File: src/rtl/complete_pkg.sv
// Shared types and constants for the complete stage and its reorder buffer.
// Latency: n/a (declarations only).
// Backpressure: n/a; optional dual retirement is selected by COMPLETE_DUAL_RETIRE_EN.
package complete_pkg;

    localparam int         ROB_DEPTH    = 16;
    localparam logic [6:0] STORE_OPCODE = 7'b0100011;

    // One reorder-buffer row; instr_type=1 marks a store, which frees no register.
    typedef struct packed {
        logic        v;
        logic        instr_type;
        logic [5:0]  phy_reg;
        logic [31:0] result;
        logic [5:0]  old_phy;
        logic        comp;
    } rob_row;

    // Fresh row for a newly issued instruction: valid, not yet completed.
    function automatic rob_row new_row(input logic [6:0] opcode,
                                       input logic [5:0] p_reg,
                                       input logic [5:0] o_reg);
        rob_row r;
        r.v          = 1'b1;
        r.instr_type = (opcode == STORE_OPCODE);
        r.phy_reg    = p_reg;
        r.result     = '0;
        r.old_phy    = o_reg;
        r.comp       = 1'b0;
        return r;
    endfunction

endpackage

File: src/rtl/complete_rob_retire.sv
// 16-entry circular reorder buffer: allocation at tail, completion by index, in-order retirement at head.
// Latency: retirement pulses appear one cycle after the edge that sees an entry completed.
// Backpressure: none; an allocation that would overflow is dropped whole. COMPLETE_DUAL_RETIRE_EN allows two retirements per cycle.
module rob_retire
    import complete_pkg::*;
(
    input  logic        clk,
    input  logic        rst,
    input  logic        update_i,
    input  logic [6:0]  opcode_1_i,
    input  logic [5:0]  p_reg_1_i,
    input  logic [5:0]  o_reg_1_i,
    input  logic [6:0]  opcode_2_i,
    input  logic [5:0]  p_reg_2_i,
    input  logic [5:0]  o_reg_2_i,
    input  logic        res_vld_1_i,
    input  logic [3:0]  res_idx_1_i,
    input  logic [31:0] res_dat_1_i,
    input  logic        res_vld_2_i,
    input  logic [3:0]  res_idx_2_i,
    input  logic [31:0] res_dat_2_i,
    input  logic        res_vld_3_i,
    input  logic [3:0]  res_idx_3_i,
    input  logic [31:0] res_dat_3_i,
    output logic        retire_flag_1_o,
    output logic [5:0]  fp_ind_1_o,
    output logic        retire_flag_2_o,
    output logic [5:0]  fp_ind_2_o,
    output logic [4:0]  count_o,
    output logic        retired_any_o
);

    rob_row      rob_q [ROB_DEPTH];
    rob_row      rob_d [ROB_DEPTH];
    logic [3:0]  head_q, head_d;
    logic [3:0]  tail_q, tail_d;
    logic [4:0]  count_q, count_d;
    logic        ret_seen_q, ret_seen_d;
    logic        rf1_q, rf1_d, rf2_q, rf2_d;
    logic [5:0]  fp1_q, fp1_d, fp2_q, fp2_d;
    logic [1:0]  n_ret, n_alloc, alloc_n;
    logic        alloc_ok;
    logic [3:0]  wr_idx;
`ifdef COMPLETE_DUAL_RETIRE_EN
    logic [3:0]  head_nxt;
    assign head_nxt = head_q + 4'd1;
`endif

    // Next state: retire from head (using last edge's comp bits), then allocate, then record completions.
    always_comb begin
        rob_d = rob_q;
        n_ret = 2'd0;
        rf1_d = 1'b0;
        fp1_d = 6'd0;
        rf2_d = 1'b0;
        fp2_d = 6'd0;

        if (rob_q[head_q].v && rob_q[head_q].comp) begin
            rob_d[head_q].v    = 1'b0;
            rob_d[head_q].comp = 1'b0;
            rf1_d = ~rob_q[head_q].instr_type;
            fp1_d = rob_q[head_q].instr_type ? 6'd0 : rob_q[head_q].old_phy;
            n_ret = 2'd1;
`ifdef COMPLETE_DUAL_RETIRE_EN
            if (rob_q[head_nxt].v && rob_q[head_nxt].comp) begin
                rob_d[head_nxt].v    = 1'b0;
                rob_d[head_nxt].comp = 1'b0;
                rf2_d = ~rob_q[head_nxt].instr_type;
                fp2_d = rob_q[head_nxt].instr_type ? 6'd0 : rob_q[head_nxt].old_phy;
                n_ret = 2'd2;
            end
`endif
        end
        head_d = head_q + {2'b00, n_ret};

        // Overflow check uses the occupancy before this edge's retirements.
        n_alloc  = {1'b0, opcode_1_i != 7'd0} + {1'b0, opcode_2_i != 7'd0};
        alloc_ok = update_i && (({1'b0, count_q} + {4'd0, n_alloc}) <= 6'(ROB_DEPTH));
        wr_idx   = tail_q;
        if (alloc_ok) begin
            if (opcode_1_i != 7'd0) begin
                rob_d[wr_idx] = new_row(opcode_1_i, p_reg_1_i, o_reg_1_i);
                wr_idx = wr_idx + 4'd1;
            end
            if (opcode_2_i != 7'd0) begin
                rob_d[wr_idx] = new_row(opcode_2_i, p_reg_2_i, o_reg_2_i);
                wr_idx = wr_idx + 4'd1;
            end
        end
        tail_d  = wr_idx;
        alloc_n = alloc_ok ? n_alloc : 2'd0;

        // Applied in K order so the highest-numbered unit wins a shared index.
        if (res_vld_1_i) begin
            rob_d[res_idx_1_i].result = res_dat_1_i;
            rob_d[res_idx_1_i].comp   = 1'b1;
        end
        if (res_vld_2_i) begin
            rob_d[res_idx_2_i].result = res_dat_2_i;
            rob_d[res_idx_2_i].comp   = 1'b1;
        end
        if (res_vld_3_i) begin
            rob_d[res_idx_3_i].result = res_dat_3_i;
            rob_d[res_idx_3_i].comp   = 1'b1;
        end

        count_d    = count_q + {3'd0, alloc_n} - {3'd0, n_ret};
        ret_seen_d = ret_seen_q | (n_ret != 2'd0);
    end

    // ROB state and registered retirement outputs.
    always_ff @(posedge clk or posedge rst) begin
        if (rst) begin
            for (int i = 0; i < ROB_DEPTH; i++) begin
                rob_q[i] <= '0;
            end
            head_q     <= '0;
            tail_q     <= '0;
            count_q    <= '0;
            ret_seen_q <= 1'b0;
            rf1_q      <= 1'b0;
            fp1_q      <= '0;
            rf2_q      <= 1'b0;
            fp2_q      <= '0;
        end else begin
            rob_q      <= rob_d;
            head_q     <= head_d;
            tail_q     <= tail_d;
            count_q    <= count_d;
            ret_seen_q <= ret_seen_d;
            rf1_q      <= rf1_d;
            fp1_q      <= fp1_d;
            rf2_q      <= rf2_d;
            fp2_q      <= fp2_d;
        end
    end

    assign retire_flag_1_o = rf1_q;
    assign fp_ind_1_o      = fp1_q;
    assign retire_flag_2_o = rf2_q;
    assign fp_ind_2_o      = fp2_q;
    assign count_o         = count_q;
    assign retired_any_o   = ret_seen_q;

endmodule

File: src/rtl/complete.sv
// Complete stage: result broadcast/PRF write registers, enable pipeline register, and the ROB.
// Latency: one cycle from result sampling to forward outputs; retirement one cycle after completion is seen.
// Backpressure: none; overflowing allocations are dropped. COMPLETE_DUAL_RETIRE_EN enables two retirements per cycle.
module complete
    import complete_pkg::*;
(
    input  logic        clk,
    input  logic        rst,
    input  logic        en_flag_ci,
    input  logic [31:0] result_c1,
    input  logic [5:0]  result_dest_c1,
    input  logic        result_valid_c1,
    input  logic [3:0]  result_ROB_c1,
    input  logic [1:0]  result_FU_c1,
    input  logic [31:0] result_c2,
    input  logic [5:0]  result_dest_c2,
    input  logic        result_valid_c2,
    input  logic [3:0]  result_ROB_c2,
    input  logic [1:0]  result_FU_c2,
    input  logic [31:0] result_c3,
    input  logic [5:0]  result_dest_c3,
    input  logic        result_valid_c3,
    input  logic [3:0]  result_ROB_c3,
    input  logic [1:0]  result_FU_c3,
    output logic        en_flag_co,
    input  logic        update_rob,
    input  logic [5:0]  rob_p_reg_1,
    input  logic [6:0]  rob_opcode_1,
    input  logic [5:0]  o_rob_p_reg_1,
    input  logic [5:0]  rob_p_reg_2,
    input  logic [6:0]  rob_opcode_2,
    input  logic [5:0]  o_rob_p_reg_2,
    output logic        forward_flag_1,
    output logic [5:0]  dest_R_1,
    output logic [31:0] forwarded_data_1,
    output logic        forward_flag_2,
    output logic [5:0]  dest_R_2,
    output logic [31:0] forwarded_data_2,
    output logic        forward_flag_3,
    output logic [5:0]  dest_R_3,
    output logic [31:0] forwarded_data_3,
    output logic        retire_flag_1,
    output logic [5:0]  fp_ind_1,
    output logic        retire_flag_2,
    output logic [5:0]  fp_ind_2,
    input  logic [5:0]  pd_1_ci,
    output logic        pr_flag
);

    logic [4:0] rob_count;
    logic       retired_any;
    logic       unused_inputs;

    // FU tags and the reserved pd_1_ci port carry no function here.
    assign unused_inputs = ^{result_FU_c1, result_FU_c2, result_FU_c3, pd_1_ci};

    // Enable pipeline register and broadcast registers; dest/data hold while the flag is low.
    always_ff @(posedge clk or posedge rst) begin
        if (rst) begin
            en_flag_co       <= 1'b0;
            forward_flag_1   <= 1'b0;
            dest_R_1         <= '0;
            forwarded_data_1 <= '0;
            forward_flag_2   <= 1'b0;
            dest_R_2         <= '0;
            forwarded_data_2 <= '0;
            forward_flag_3   <= 1'b0;
            dest_R_3         <= '0;
            forwarded_data_3 <= '0;
        end else begin
            en_flag_co     <= en_flag_ci;
            forward_flag_1 <= result_valid_c1;
            forward_flag_2 <= result_valid_c2;
            forward_flag_3 <= result_valid_c3;
            if (result_valid_c1) begin
                dest_R_1         <= result_dest_c1;
                forwarded_data_1 <= result_c1;
            end
            if (result_valid_c2) begin
                dest_R_2         <= result_dest_c2;
                forwarded_data_2 <= result_c2;
            end
            if (result_valid_c3) begin
                dest_R_3         <= result_dest_c3;
                forwarded_data_3 <= result_c3;
            end
        end
    end

    rob_retire u_rob (
        .clk             (clk),
        .rst             (rst),
        .update_i        (update_rob),
        .opcode_1_i      (rob_opcode_1),
        .p_reg_1_i       (rob_p_reg_1),
        .o_reg_1_i       (o_rob_p_reg_1),
        .opcode_2_i      (rob_opcode_2),
        .p_reg_2_i       (rob_p_reg_2),
        .o_reg_2_i       (o_rob_p_reg_2),
        .res_vld_1_i     (result_valid_c1),
        .res_idx_1_i     (result_ROB_c1),
        .res_dat_1_i     (result_c1),
        .res_vld_2_i     (result_valid_c2),
        .res_idx_2_i     (result_ROB_c2),
        .res_dat_2_i     (result_c2),
        .res_vld_3_i     (result_valid_c3),
        .res_idx_3_i     (result_ROB_c3),
        .res_dat_3_i     (result_c3),
        .retire_flag_1_o (retire_flag_1),
        .fp_ind_1_o      (fp_ind_1),
        .retire_flag_2_o (retire_flag_2),
        .fp_ind_2_o      (fp_ind_2),
        .count_o         (rob_count),
        .retired_any_o   (retired_any)
    );

    // Drained: nothing in flight, upstream idle, and something has actually retired.
    assign pr_flag = (rob_count == 5'd0) && !en_flag_ci && retired_any;

endmodule

File: config.mk
export PLATFORM = sky130hd
export DESIGN_NAME = complete
export DESIGN_NICKNAME = d
export VERILOG_FILES = /design/src/rtl/complete_pkg.sv /design/src/rtl/complete_rob_retire.sv /design/src/rtl/complete.sv
export SDC_FILE = /design/constraint.sdc
export NUM_CORES = 1
export LEC_CHECK = 0
export BUFFER_PORTS_ARGS = -buffer_cell sky130_fd_sc_hd__buf_4
export CAP_MARGIN = 20
export CORE_ASPECT_RATIO = 1.4
export CORE_MARGIN = 5
export CORE_UTILIZATION = 35
export DETAILED_ROUTE_END_ITERATION = 8
export PLACE_DENSITY_LB_ADDON = 0.3
export SETUP_SLACK_MARGIN = 0.1
export SYNTH_ARGS = -nofsm -noshare
export SYNTH_HDL_FRONTEND = slang
export SYNTH_SLANG_ARGS = --single-unit
File: constraint.sdc
create_clock -name clk -period 12.5 [get_ports clk]
set_clock_uncertainty 0.1 [all_clocks]
set_input_delay 1.875 -clock clk [delete_from_list [all_inputs] [get_ports clk]]
set_output_delay 1.875 -clock clk [all_outputs]
set_load 0.005 [all_outputs]
==> Yosys cells after proc, flatten, opt, wreduce, memory -nomap -nowiden <==
Index checks and enable logic that the tools add are counted.
{ "totals": {"reg_bits": 891, "inputBits": 183, "wordCells": 206, "out_inout_bits": 133} }
{ "op_classes": {"reduce_logical": 15, "bitwise": 8, "magnitude_cmp": 13, "eq_ne": 2, "n_addsub": 7, "mux": 49} }
{ "ops": {"columns": ["op", "n"], "rows": [
  ["$bwmux W752", 10],
  ["$mux W752", 8],
  ["$demux W47 S4", 10],
  ["$mux W47", 5],
  ["$bmux W47 S4", 1],
  ["$mux W39", 3],
  ["$ge A5 B5 Y1 const B", 6],
  ["$lt A5 B1 Y1 const B", 6],
  ["$not A4 Y5", 6],
  ["$eq A7 B6 Y1 const B", 2],
  ["$reduce_bool A7 Y1", 2],
  ["$mux W4", 3],
  ["$mux W6", 2],
  ["$logic_and A1 B1 Y1", 10],
  ["$add A4 B1 Y4 const B", 2],
  ["$add A5 B2 Y6", 1],
  ["$le A6 B5 Y1 const B", 1],
  ["$mux W1", 6],
  ["$add A5 B2 Y5", 1],
  ["$logic_not A5 Y1", 1],
  ["$sub A5 B1 Y5", 1],
  ["$add A4 B1 Y4", 1],
  ["$add A1 B1 Y2", 1],
  ["$mux W2", 1],
  ["other kinds (4)", 4]
]} }

==> Depth between registers and ports, before layout <==
{ "logic_depth": {"depth_word": 23, "mapped_depth": 22, "ltp_nobuf": 19} }

==> By module <==
From an unflattened synthesis, not the netlist that was laid out.
{ "unflattened": {"cells_unflattened": 1071, "area_unflattened_um2": 14445.1} }
{ "by_module_without_submodules": {"columns": ["mod", "seq_area_each_um2", "area_each_um2", "cells_per_inst", "n_inst"], "rows": [
  ["rob_retire", 4129.0, 10077.2, 824, 1],
  ["complete", 2952.8, 4367.9, 247, 1]
]} }

==> Worst setup path before layout <==
Ideal clock, no wire load.
{ "synth_timing": {"path_type": "input-to-reg", "from": "input port rob_opcode_1[4]", "to": "register u_rob.count_q[4], in the netlist u_rob.count_o[4]", "required_ns": 12.275, "setup_ns": 0.125, "setup_slack_ns": 5.952, "path_stages": 22, "path_buffers": 4, "t_arrival_ns": 6.323, "cell_sequence": "or4_4 buf_6 nor2_4 inv_2 ha_1 ha_1 fa_1 xor2_1 nor3_1 a31oi_1 nor2_1 clkbuf_1 clkbuf_1 buf_1 nand2_1 ha_1 fa_1 inv_1 a21oi_1 nor2_1 nor2_1 xor2_1"} }
{ "synth_via": {"elab_chain_cells": 8} }
{ "synth_rtl": {"columns": ["item", "line", "rtl"], "rows": [
  ["start: declaration", "complete.sv:28", "input logic [6:0] rob_opcode_1,"],
  ["$reduce_bool A7 Y1 (*)", "complete_rob_retire.sv:77", "n_alloc = {1'b0, opcode_1_i != 7'd0} + {1'b0, opcode_2_i != 7'd0};"],
  ["$add A1 B1 Y2 (*)", "complete_rob_retire.sv:77", null],
  ["$add A5 B2 Y6", "complete_rob_retire.sv:78", "alloc_ok = update_i && (({1'b0, count_q} + {4'd0, n_alloc}) <= 6'(ROB_DEPTH));"],
  ["$le A6 B5 Y1", "complete_rob_retire.sv:78", null],
  ["$logic_and A1 B1 Y1", "complete_rob_retire.sv:78", null],
  ["$mux W2 (*)", "complete_rob_retire.sv:91", "alloc_n = alloc_ok ? n_alloc : 2'd0;"],
  ["$add A5 B2 Y5 (*)", "complete_rob_retire.sv:107", "count_d = count_q + {3'd0, alloc_n} - {3'd0, n_ret};"],
  ["$sub A5 B1 Y5 (*)", "complete_rob_retire.sv:107", null],
  ["net u_rob.count_d[4]", "complete_rob_retire.sv:37", "logic [4:0] count_q, count_d;"],
  ["end signal: assignment", "complete_rob_retire.sv:129", "count_q <= count_d;"],
  ["end: declaration", "complete_rob_retire.sv:37", null]
]} }
The timed path passes the listed nets; every way through them passes the cells marked *.
A chain may end at the register's enable or synchronous reset.

==> Final worst setup path <==
Same ends and word-level chain as after synthesis.

==> key figures <==
Worst setup path
  – Flop-to-flop setup slack: roughly 7.7 ns
  – CP top delay family: adder cells
  – CP most frequent cell: ha_1
  – CP required: around 13 ns
  – Critical Path Source Type: input port
  – Crit path largest cell delay: ~0.66 ns
  – Worst path bufs/invs: 4
  – R2R Path Start: u_rob.head_q[0]
  – Crit-path slowest cell: o41ai_1
  – Setup CP Type: in2reg
  – Crit path max fanout: 40
  – R2R Path End: u_rob.count_o[4]
  – Reg2reg path depth: 15
  – Crit path cell chain: buf_4 -> or4_4 -> nor2_4 -> inv_2 -> ha_1 -> ha_1 -> fa_1 -> and3_1 -> o21a_1 -> o41ai_1 -> nor2_4 -> buf_4 -> nand2_1 -> ha_1 -> fa_1 -> inv_1 -> a21oi_1 -> nor2_1 -> nor2_1 -> xor2_1
  – Worst Path Arrival: around 6.6 ns
  – Worst Setup End Kind: flip-flop

Synthesis
  – Post-synth cell types: between 70 and 80
  – Seq/Total Area, Yosys: 0.486
  – Mapped Area: around 15000 um^2
  – Post-synth ARST share: 1.00
  – EDFF count, synth: 0
  – Dominant synthesized flop cell: dfrtp_1
  – Syn avg cell area: approximately 12 um^2
  – #FFs+latches synth: 283
  – Synth warn: 0
  – Syn Inst Count: around 1200

Global route
  – Vias in the first global route: approximately 12000
  – GR Overflow Total: 0
  – First-pass GRT wire length: 71600 um
  – Maximum number of pins on one net before global-route repair: 183
  – Initial antenna violation count: 0
  – GRT Total Usage: 0.196

CTS
  – Post-CTS Setup Repair Bufs: 0
  – Clock transition at path regs: around 0.060 ns
  – CTS tree: yes
  – CTS Sinks: 283
  – CTS root buffer: clkbuf_16
  – # resized after CTS: 0
  – Worst-Skew Late Latency: 0.61 ns
  – CTS max path bufs: 3
  – Post-cts hold buffer count: 0
  – Cts bufs inserted: 31
  – # H-tree levels: 1

Routing
  – DR pass1 iterations: 7
  – M1 WL: about 18000 um
  – DR iter-0 viols: 958
  – DR top layer: met4
  – DR WL/cell: ~23 um
  – Met3 WL post-DR: around 3900 um
  – Routed vias/inst: roughly 5.7
  – Detail Route Antenna Nets: 0
  – DR DRC count: 0
  – Via Count: 11500
  – Final WL: 46400 um
  – Detail Route met2 WL: 22700 um

Placed design
  – DP Wirelength: around 33000 um
  – I/O Buffers: ~280
  – Gp weighted congestion: 0.926

Power
  – Worst vdd rail ir drop: about 0.13 mV
  – Leakage: 7.81 nW
  – PwrDens: 229 nW/um^2

STA
  – Fin crit share: 0.499
  – Setup TNS: 0 ns
  – Slew @ Worst Pin: between 1 and 1.5 ns
  – Slew Viols, Final: 0
  – Fmax: around 160 MHz
  – Final hold slack: around 0.38 ns
  – Final Hold Viols: 0
  – Unrepaired setup endpoints after global routing: false
  – Slew headroom: 0.259
  – Fin crit period: 6.24 ns
  – Setup violators final: 0

Final layout
  – ANT cells: 0
  – Fin util: 0.442
  – Most frequent cells in the layout: buf_4 (293), dfrtp_1 (281), mux2_2 (115), nand2_1 (108), a2bb2oi_1 (80)
  – Fill count: 3915
  – Most common cell after layout, fill and taps aside: buf_4
  – Ratio of cells with drive above 1 in the final layout: 0.368
  – Fin nets: about 1700
  – Layout area overhead: 24.8%

Floorplan
  – Core area: 41200 um^2
  – Initial Utilization: 0.354
  – Row count: between 80 and 90
  – Die H: roughly 250 um
  – # IOs: roughly 320
  – Die width: roughly 180 um
  – DIE AREA: roughly 46000 um^2

Hold path
  – Hold Path Class: reg2reg
  – Hold_sp: u_rob.rob_q[328]
  – Worst hold stages: 1
  – Hold endpoint: u_rob.rob_q[328]

Run status
  – Status: finished, final reports clean

Flow run
  – MaxCap Viol Count: 0
-- worst max-delay path by stage --
stage	from	endpoint	slack [ns]	cells after the start
floorplan	rst	asynchronous set/reset pin	2.72	1
global placement	rob_opcode_1[4]	u_rob.count_o[4]	5.72	20
detailed placement	rob_opcode_1[4]	u_rob.count_o[4]	5.71	20
CTS	rob_opcode_1[4]	u_rob.count_o[4]	6.32	20
global route	rob_opcode_1[4]	u_rob.count_o[4]	6.00	20
finish	rob_opcode_1[4]	u_rob.count_o[4]	6.26	20
-- synth_stat cells, drive strengths merged (6+ instances only) --
library cell  instances  area, um^2
a21o                 16         120
a21oi                30         315
a2bb2oi              80         701
a31oi                21         131
and2                 10        62.6
and3                 10        62.6
buf                  44         249
clkbuf               47         176
dfrtp               283        7080
ha                   22         275
inv                  33         124
mux2                124        1400
mux2i                38         380
mux4                 38         856
nand2               109         412
nand2b               16         100
nand3                45         225
nand4                10        62.6
nor2                 19        78.8
nor2b                27         169
nor3                 30         176
o21ai                43         219
o221a                 6        67.6
o22a                 18         158
o22ai                29         188
xnor2                10        87.6
-- power breakdown --
| part | switching [mW] | total, mW | internal (mW) |
|---|---|---|---|
| logic | 0.999 | 1.79 | 0.788 |
| registers | 0.187 | 1.40 | 1.21 |
| clock network | 0.404 | 0.974 | 0.570 |
-- cells by family after synthesis --
group | synth area share
AND/OR/NAND/NOR | 0.104
AO/OA/AOI/OAI | 0.160
flip-flops | 0.486
multiplexers | 0.181
buffers and inverters | 0.0377
adder cells (fa/ha/maj) | 0.0216
XOR/XNOR | 0.00901
other | 0.000257
-- layout make-up --
class,count,area [um^2],share of cell area
sequential,283,7080,0.390
multi-input combinational,825,6980,0.384
timing repair buffer,295,2230,0.123
clock buffer,39,856,0.0471
tap,540,676,0.0372
clock inverter,18,226,0.0125
inverter,33,131,0.00722
-- per-stage QoR --
step / power (mW) / instances / worst slack, ns / instance area, um^2
final: 4.16 / 2033 / 6.26 / 18200
after global routing: 4.38 / 2033 / 6.00 / 18200
after CTS: 4.18 / 2033 / 6.32 / 18200
after detailed placement: 3.19 / 1976 / 5.71 / 17100
after global placement: 3.14 / 1975 / 5.72 / 17100
after floorplan: 2.61 / 1232 / 2.72 / 14600
-- per-layer routing --
metal | global-route usage | vias up
li1 | - | 5028
met2 | 0.333 | 535
met1 | 0.233 | 5807
met3 | 0.0538 | 118
met4 | 0.0884 | 0
met5 | 0 | -
Power figures use the tool's default switching activity.
